==> src/rtl/frame_buffers_ring_controller.sv <==
// frame_buffers_ring_controller
//   Ownership controller for NUM_BUFFERS frame buffers shared between the
//   rasteriser (writes the target) and display scan-out (reads the source).
//   Completed frames wait in an in-order ready queue of depth NUM_BUFFERS-2.
//   With MAILBOX=1 the rasteriser never stalls: when no buffer is free it
//   recycles the oldest queued frame. With MAILBOX=0 it stalls until a
//   display swap frees a buffer.
// Ports:
//   i_clk, i_arst_n               clock, async active-low reset
//   i_raster_in_progress          high while the target is being drawn
//   i_frame_buffer_swap_allowed   high during vblank
//   o_new_frame                   fresh target handed out, raster not started
//   o_rasterization_target        buffer index the rasteriser writes
//   o_display_source              buffer index scan-out reads
//   o_frames_pending              ready-queue occupancy
//   o_stalled                     completed frame has nowhere to go
//   o_frame_dropped               one-cycle pulse on mailbox recycling
module frame_buffers_ring_controller #(
  parameter int NUM_BUFFERS = 3,
  parameter bit MAILBOX     = 1'b1,
  localparam int IDX_W      = (NUM_BUFFERS > 2) ? $clog2(NUM_BUFFERS) : 1
) (
  input  logic             i_clk,
  input  logic             i_arst_n,
  input  logic             i_raster_in_progress,
  input  logic             i_frame_buffer_swap_allowed,
  output logic             o_new_frame,
  output logic [IDX_W-1:0] o_rasterization_target,
  output logic [IDX_W-1:0] o_display_source,
  output logic [IDX_W:0]   o_frames_pending,
  output logic             o_stalled,
  output logic             o_frame_dropped
);

  localparam int Q  = NUM_BUFFERS - 2;
  localparam int QD = (Q > 0) ? Q : 1;
  // buffers 2..N-1 start free; 0 is displayed, 1 is the first target
  localparam logic [NUM_BUFFERS-1:0] FREE_RST = ~(NUM_BUFFERS'(3));

  typedef enum logic [2:0] {
    FRAME_READY        = 3'b001,
    RASTER_IN_PROGRESS = 3'b010,
    FRAME_FINISHED     = 3'b100
  } state_t;

  state_t                 state, n_state;
  logic [IDX_W-1:0]       tgt, n_tgt, disp, n_disp, sel;
  logic [IDX_W-1:0]       q [QD];
  logic [IDX_W-1:0]       n_q [QD];
  logic [IDX_W:0]         cnt, n_cnt;
  logic [NUM_BUFFERS-1:0] free, n_free;
  logic                   drop, n_drop;

  always_ff @(posedge i_clk or negedge i_arst_n) begin
    if (!i_arst_n) begin
      state <= FRAME_READY;
      tgt   <= IDX_W'(1);
      disp  <= '0;
      cnt   <= '0;
      free  <= FREE_RST;
      drop  <= 1'b0;
      for (int i = 0; i < QD; i++) q[i] <= '0;
    end else begin
      state <= n_state;
      tgt   <= n_tgt;
      disp  <= n_disp;
      cnt   <= n_cnt;
      free  <= n_free;
      drop  <= n_drop;
      for (int i = 0; i < QD; i++) q[i] <= n_q[i];
    end
  end

  always_comb begin
    n_state = state;
    n_tgt   = tgt;
    n_disp  = disp;
    n_cnt   = cnt;
    n_free  = free;
    n_drop  = 1'b0;
    sel     = '0;
    for (int i = 0; i < QD; i++) n_q[i] = q[i];

    // Ordinary vblank swap: applied before any raster completion in the same
    // cycle so the buffer it frees can take the completing frame.
    if (state != FRAME_FINISHED && i_frame_buffer_swap_allowed && cnt != '0) begin
      n_disp       = q[0];
      n_free[disp] = 1'b1;
      for (int i = 0; i < QD - 1; i++) n_q[i] = n_q[i+1];
      n_cnt = cnt - 1'b1;
    end

    case (state)
      FRAME_READY: begin
        if (i_raster_in_progress) n_state = RASTER_IN_PROGRESS;
      end
      RASTER_IN_PROGRESS: begin
        if (!i_raster_in_progress) begin
          if (|n_free) begin
            for (int i = NUM_BUFFERS - 1; i >= 0; i--)
              if (n_free[i]) sel = IDX_W'(i);
            for (int i = 0; i < QD; i++)
              if ((IDX_W+1)'(i) == n_cnt) n_q[i] = tgt;
            n_cnt       = n_cnt + 1'b1;
            n_tgt       = sel;
            n_free[sel] = 1'b0;
            n_state     = FRAME_READY;
          end else if (MAILBOX && Q > 0) begin
            // no free buffer means the queue is full: recycle its head and
            // append the new frame at the tail
            n_tgt = n_q[0];
            for (int i = 0; i < QD - 1; i++) n_q[i] = n_q[i+1];
            n_q[QD-1] = tgt;
            n_drop    = 1'b1;
            n_state   = FRAME_READY;
          end else begin
            n_state = FRAME_FINISHED;
          end
        end
      end
      FRAME_FINISHED: begin
        // the old display becomes the next target directly; it never
        // passes through the free set
        if (i_frame_buffer_swap_allowed && (Q == 0 || cnt != '0)) begin
          n_tgt   = disp;
          n_state = FRAME_READY;
          if (Q == 0) begin
            n_disp = tgt;
          end else begin
            n_disp = q[0];
            for (int i = 0; i < QD - 1; i++) n_q[i] = n_q[i+1];
            for (int i = 0; i < QD; i++)
              if ((IDX_W+1)'(i) == cnt - 1'b1) n_q[i] = tgt;
          end
        end
      end
      default: n_state = FRAME_READY;
    endcase
  end

  assign o_new_frame            = (state == FRAME_READY);
  assign o_stalled              = (state == FRAME_FINISHED);
  assign o_rasterization_target = tgt;
  assign o_display_source       = disp;
  assign o_frames_pending       = cnt;
  assign o_frame_dropped        = drop;

endmodule

==> config.mk <==
export PLATFORM = sky130hd
export DESIGN_NAME = frame_buffers_ring_controller
export DESIGN_NICKNAME = d
export VERILOG_FILES = /design/src/rtl/frame_buffers_ring_controller.sv
export SDC_FILE = /design/constraint.sdc
export NUM_CORES = 1
export LEC_CHECK = 0
export ABC_AREA = 1
export BUFFER_PORTS_ARGS = -buffer_cell sky130_fd_sc_hd__buf_2
export CORE_MARGIN = 3
export CORE_UTILIZATION = 40
export DETAILED_ROUTE_END_ITERATION = 10
export PLACE_DENSITY = 0.64
export SLEW_MARGIN = 20
export SYNTH_ARGS = -nofsm -noshare
export SYNTH_HDL_FRONTEND = slang
export SYNTH_SLANG_ARGS = --single-unit
==> constraint.sdc <==
create_clock -name i_clk -period 5.5 [get_ports i_clk]
set_input_delay 0 -clock i_clk [delete_from_list [all_inputs] [get_ports i_clk]]
set_output_delay 0 -clock i_clk [all_outputs]
set_load 0.005 [all_outputs]
==> metrics.cfg <==
[logic_synthesis]
synth_largest_area_cell = dfrtp_1
yosysMostFrequentCell = nand2_1
synthCells = 98
synth_commonest_cells = 28 x nand2_1, 17 x inv_1, 12 x dfrtp_1, 8 x nor2_1, 6 x nand3_1
postSynthAreaPerCell_sq_um = 8.324
yosys_warnings = 0
yosys-top-cells-area = dfrtp_1 37%, nand2_1 13%, dfstp_2 9.7%
syn_nets = 106
ys_seq_area_frac = 0.4647
synthFlopType = dfrtp_1
synth.top_cell.area_share = 0.3681
synth_area_sq_um = 815.8
ys_ff_latch = 15
async_reset_ff_frac = 1.000
synth_cell_types = 21
synth_edf_count = 0

[timing]
relSlewSlack = 0.4572
period_needed_ns = 1.992
finalHoldViolations = 0
skew_ns = 0.001234
finalSetupTns_ns = 0
worstMarginPinSlew_ns = 0.8112
max_freq_mhz = 502.1
setup_viol = 0
setup_ws_ns = 3.508
slew_viol_final = 0
rsz0062_at_grt = false
fin_crit_sh = 0.3621

[routing]
routed_wirelength_um = 1429
routedWlPerCell_um = 10.28
drt_first_pass_iters = 4
ant_nets = 0
drcViolationCount = 0
vias = 626
drtIter0Drc = 5
viasPerCell = 4.504

[die]
num_io_pins = 14
dieHeight_um = 51.16
initial_utilization = 0.4481
fp.dieArea_sq_um = 2617
row_count = 15
core_region_area_sq_um = 1821
die_x_um = 51.16

[worst_setup_path]
required_ns = 5.73
crit_family = adder cells
endpoint_kind = register
worstSetupStartpointType = register
arrival_ns = 2.22
crit_chain = inv_1, ha_1, ha_1, inv_2, nand2_4, o21ai_0, inv_1, ha_1, nand2_1, nand2_4, nand2_2, nand2_1, nand2_1
critPathMaxStageDelay_ns = 0.38
cp.depth = 13
cp_max_fo = 9
slowest_stage = dfrtp_1
rr_worst_depth = 13
cp_num_buf_inv = 3
path_class = register to register

[power]
switchingPower_uw = 150.1
internal-power_uw = 227.4
ir_worst_vdd_uv = 303.5
p_comb_frac = 0.428
p_clk_frac = 0.168
cellPowerDensity_nw_per_um2 = 402.3
p_leak_nw = 0.5138
p_sw_frac = 0.3976
power_frac_seq = 0.404

[placed_design]
gp_congestion = 0.7377
dpl.hpwl_um = 1089
pre_cts_slack_ns = 3.525
io_buffers = 12

[finish]
diodes = 0
fill_cells = 191
drive_above_1_share = 0.2456
final_nets = 123
syn_to_final_growth_pct = 15.03

[min_path]
worstHoldPathType = primary input to register
whs_path_depth = 4

[global_routing]
grt_pass1_vias = 656
grt_pass1_wl_um = 2594
grt-ovfl-total = 0
grt_max_degree = 16
antenna_found_initial = 0
gr-usage-all-layers = 0.1378

[cts]
clockBufferDepth = 2
tritoncts = built
clock_sinks = 15
cts-htree-levels = 1
root_buffer = clkbuf_4
insertion_delay_ns = 0.28
clkSlewWorstSetupHoldPaths_ns = 0.09
cts-resized-gates = 0
numCtsBuffers = 3

[run]
drv_cap = 0

[run_status]
status = complete, no violations

worst reg2reg max path, delay by kind of cell, from the launching register on:
kind / cells / cell delay, ns
simple gates: 6 / 0.42
flops: 1 / 0.38
buf+inv: 3 / 0.20
compound gates: 1 / 0.32
fa+ha+maj: 3 / 0.61
layer usage:
layer  up-vias  wire (um)  global-route usage
li1        327          -                   -
met2        14        661              0.2232
met5         -          0                   0
met3         5         67             0.03499
met4         0         46             0.09417
met1       280        654              0.1581
cell type report:
type	count	area, sq um	area share
multi-input combinational	63	354.1	0.3773
inverter	18	67.56	0.07200
clock buffer	4	26.28	0.02800
timing repair buffer	14	80.08	0.08533
sequential	15	379.1	0.4040
tap	25	31.28	0.03333
final timing paths:
| path | to | start | slack, ns |
|---|---|---|---|
| worst max-delay path | q[1] | o_frames_pending[0] | 3.51 |
| worst min-delay path | o_display_source[1] | i_frame_buffer_swap_allowed | 0.05 |
| worst min register to register | q[0] | q[0] | 0.48 |
| max in group asynchronous | o_rasterization_target[0] | i_arst_n | 5.07 |
| min in group asynchronous | o_display_source[1] | i_arst_n | 0.14 |
| worst max register to register | q[1] | o_frames_pending[0] | 3.51 |
state kept, by name (all words and copies together) (netlist names):
name	flops
free	3
o_frames_pending	3
o_display_source	2
o_rasterization_target	2
q	2
state	2
o_frame_dropped	1
logic make-up (layout without fill, tap and decap cells):
family / after synthesis / after routing / synth area share
AOI/OAI and AO/OA: 7 / 7 / 0.06135
xor gates and xnor gates: 1 / 1 / 0.01074
adders and majority gates: 4 / 4 / 0.06135
buffers and inverters: 20 / 36 / 0.1012
DFF: 15 / 15 / 0.4647
other: 1 / 1 / 0.004597
and+or+nand+nor: 50 / 50 / 0.2960
through the flow:
step | std cells | util | cell area, sq um | hold slack, ns | power (mW)
3_5_place_dp | 133 | 0.4900 | 892.1 | -0.07758 | 0.3170
2_1_floorplan | 98 | - | 815.8 | -0.2956 | 0.2740
5_1_grt | 139 | 0.5155 | 938.4 | 0.06426 | 0.4215
6_report | 139 | 0.5155 | 938.4 | 0.04894 | 0.3775
4_1_cts | 139 | 0.5155 | 938.4 | 0.04673 | 0.3829
3_3_place_gp | 133 | 0.4900 | 892.1 | -0.07585 | 0.3094
power groups by stage:
stage	logic [mW]	clock network [mW]	registers (mW)
after floorplan	0.118	0	0.155
after global routing	0.189	0.0737	0.159
final	0.161	0.0635	0.153
after CTS	0.164	0.0665	0.153
after global placement	0.156	0	0.154
after detailed placement	0.162	0	0.155
cells in the final DEF, fill, tap and decap left out, types with 3 or more instances in the layout:
cell type,count
inv_1,17
dfstp_2,3
o21ai_0,4
nor2_1,8
nand2_1,28
nand3_1,6
clkbuf_4,3
buf_2,12
ha_1,4
dfrtp_1,12
timing repair:
action                                  4_1_cts  5_1_grt
hold buffers                                  2        0
setup buffers                                 0        0
endpoints found under the hold margin        17        0
endpoints found under the setup margin        0        0
Note: power is estimated with default switching activity, not from simulation.
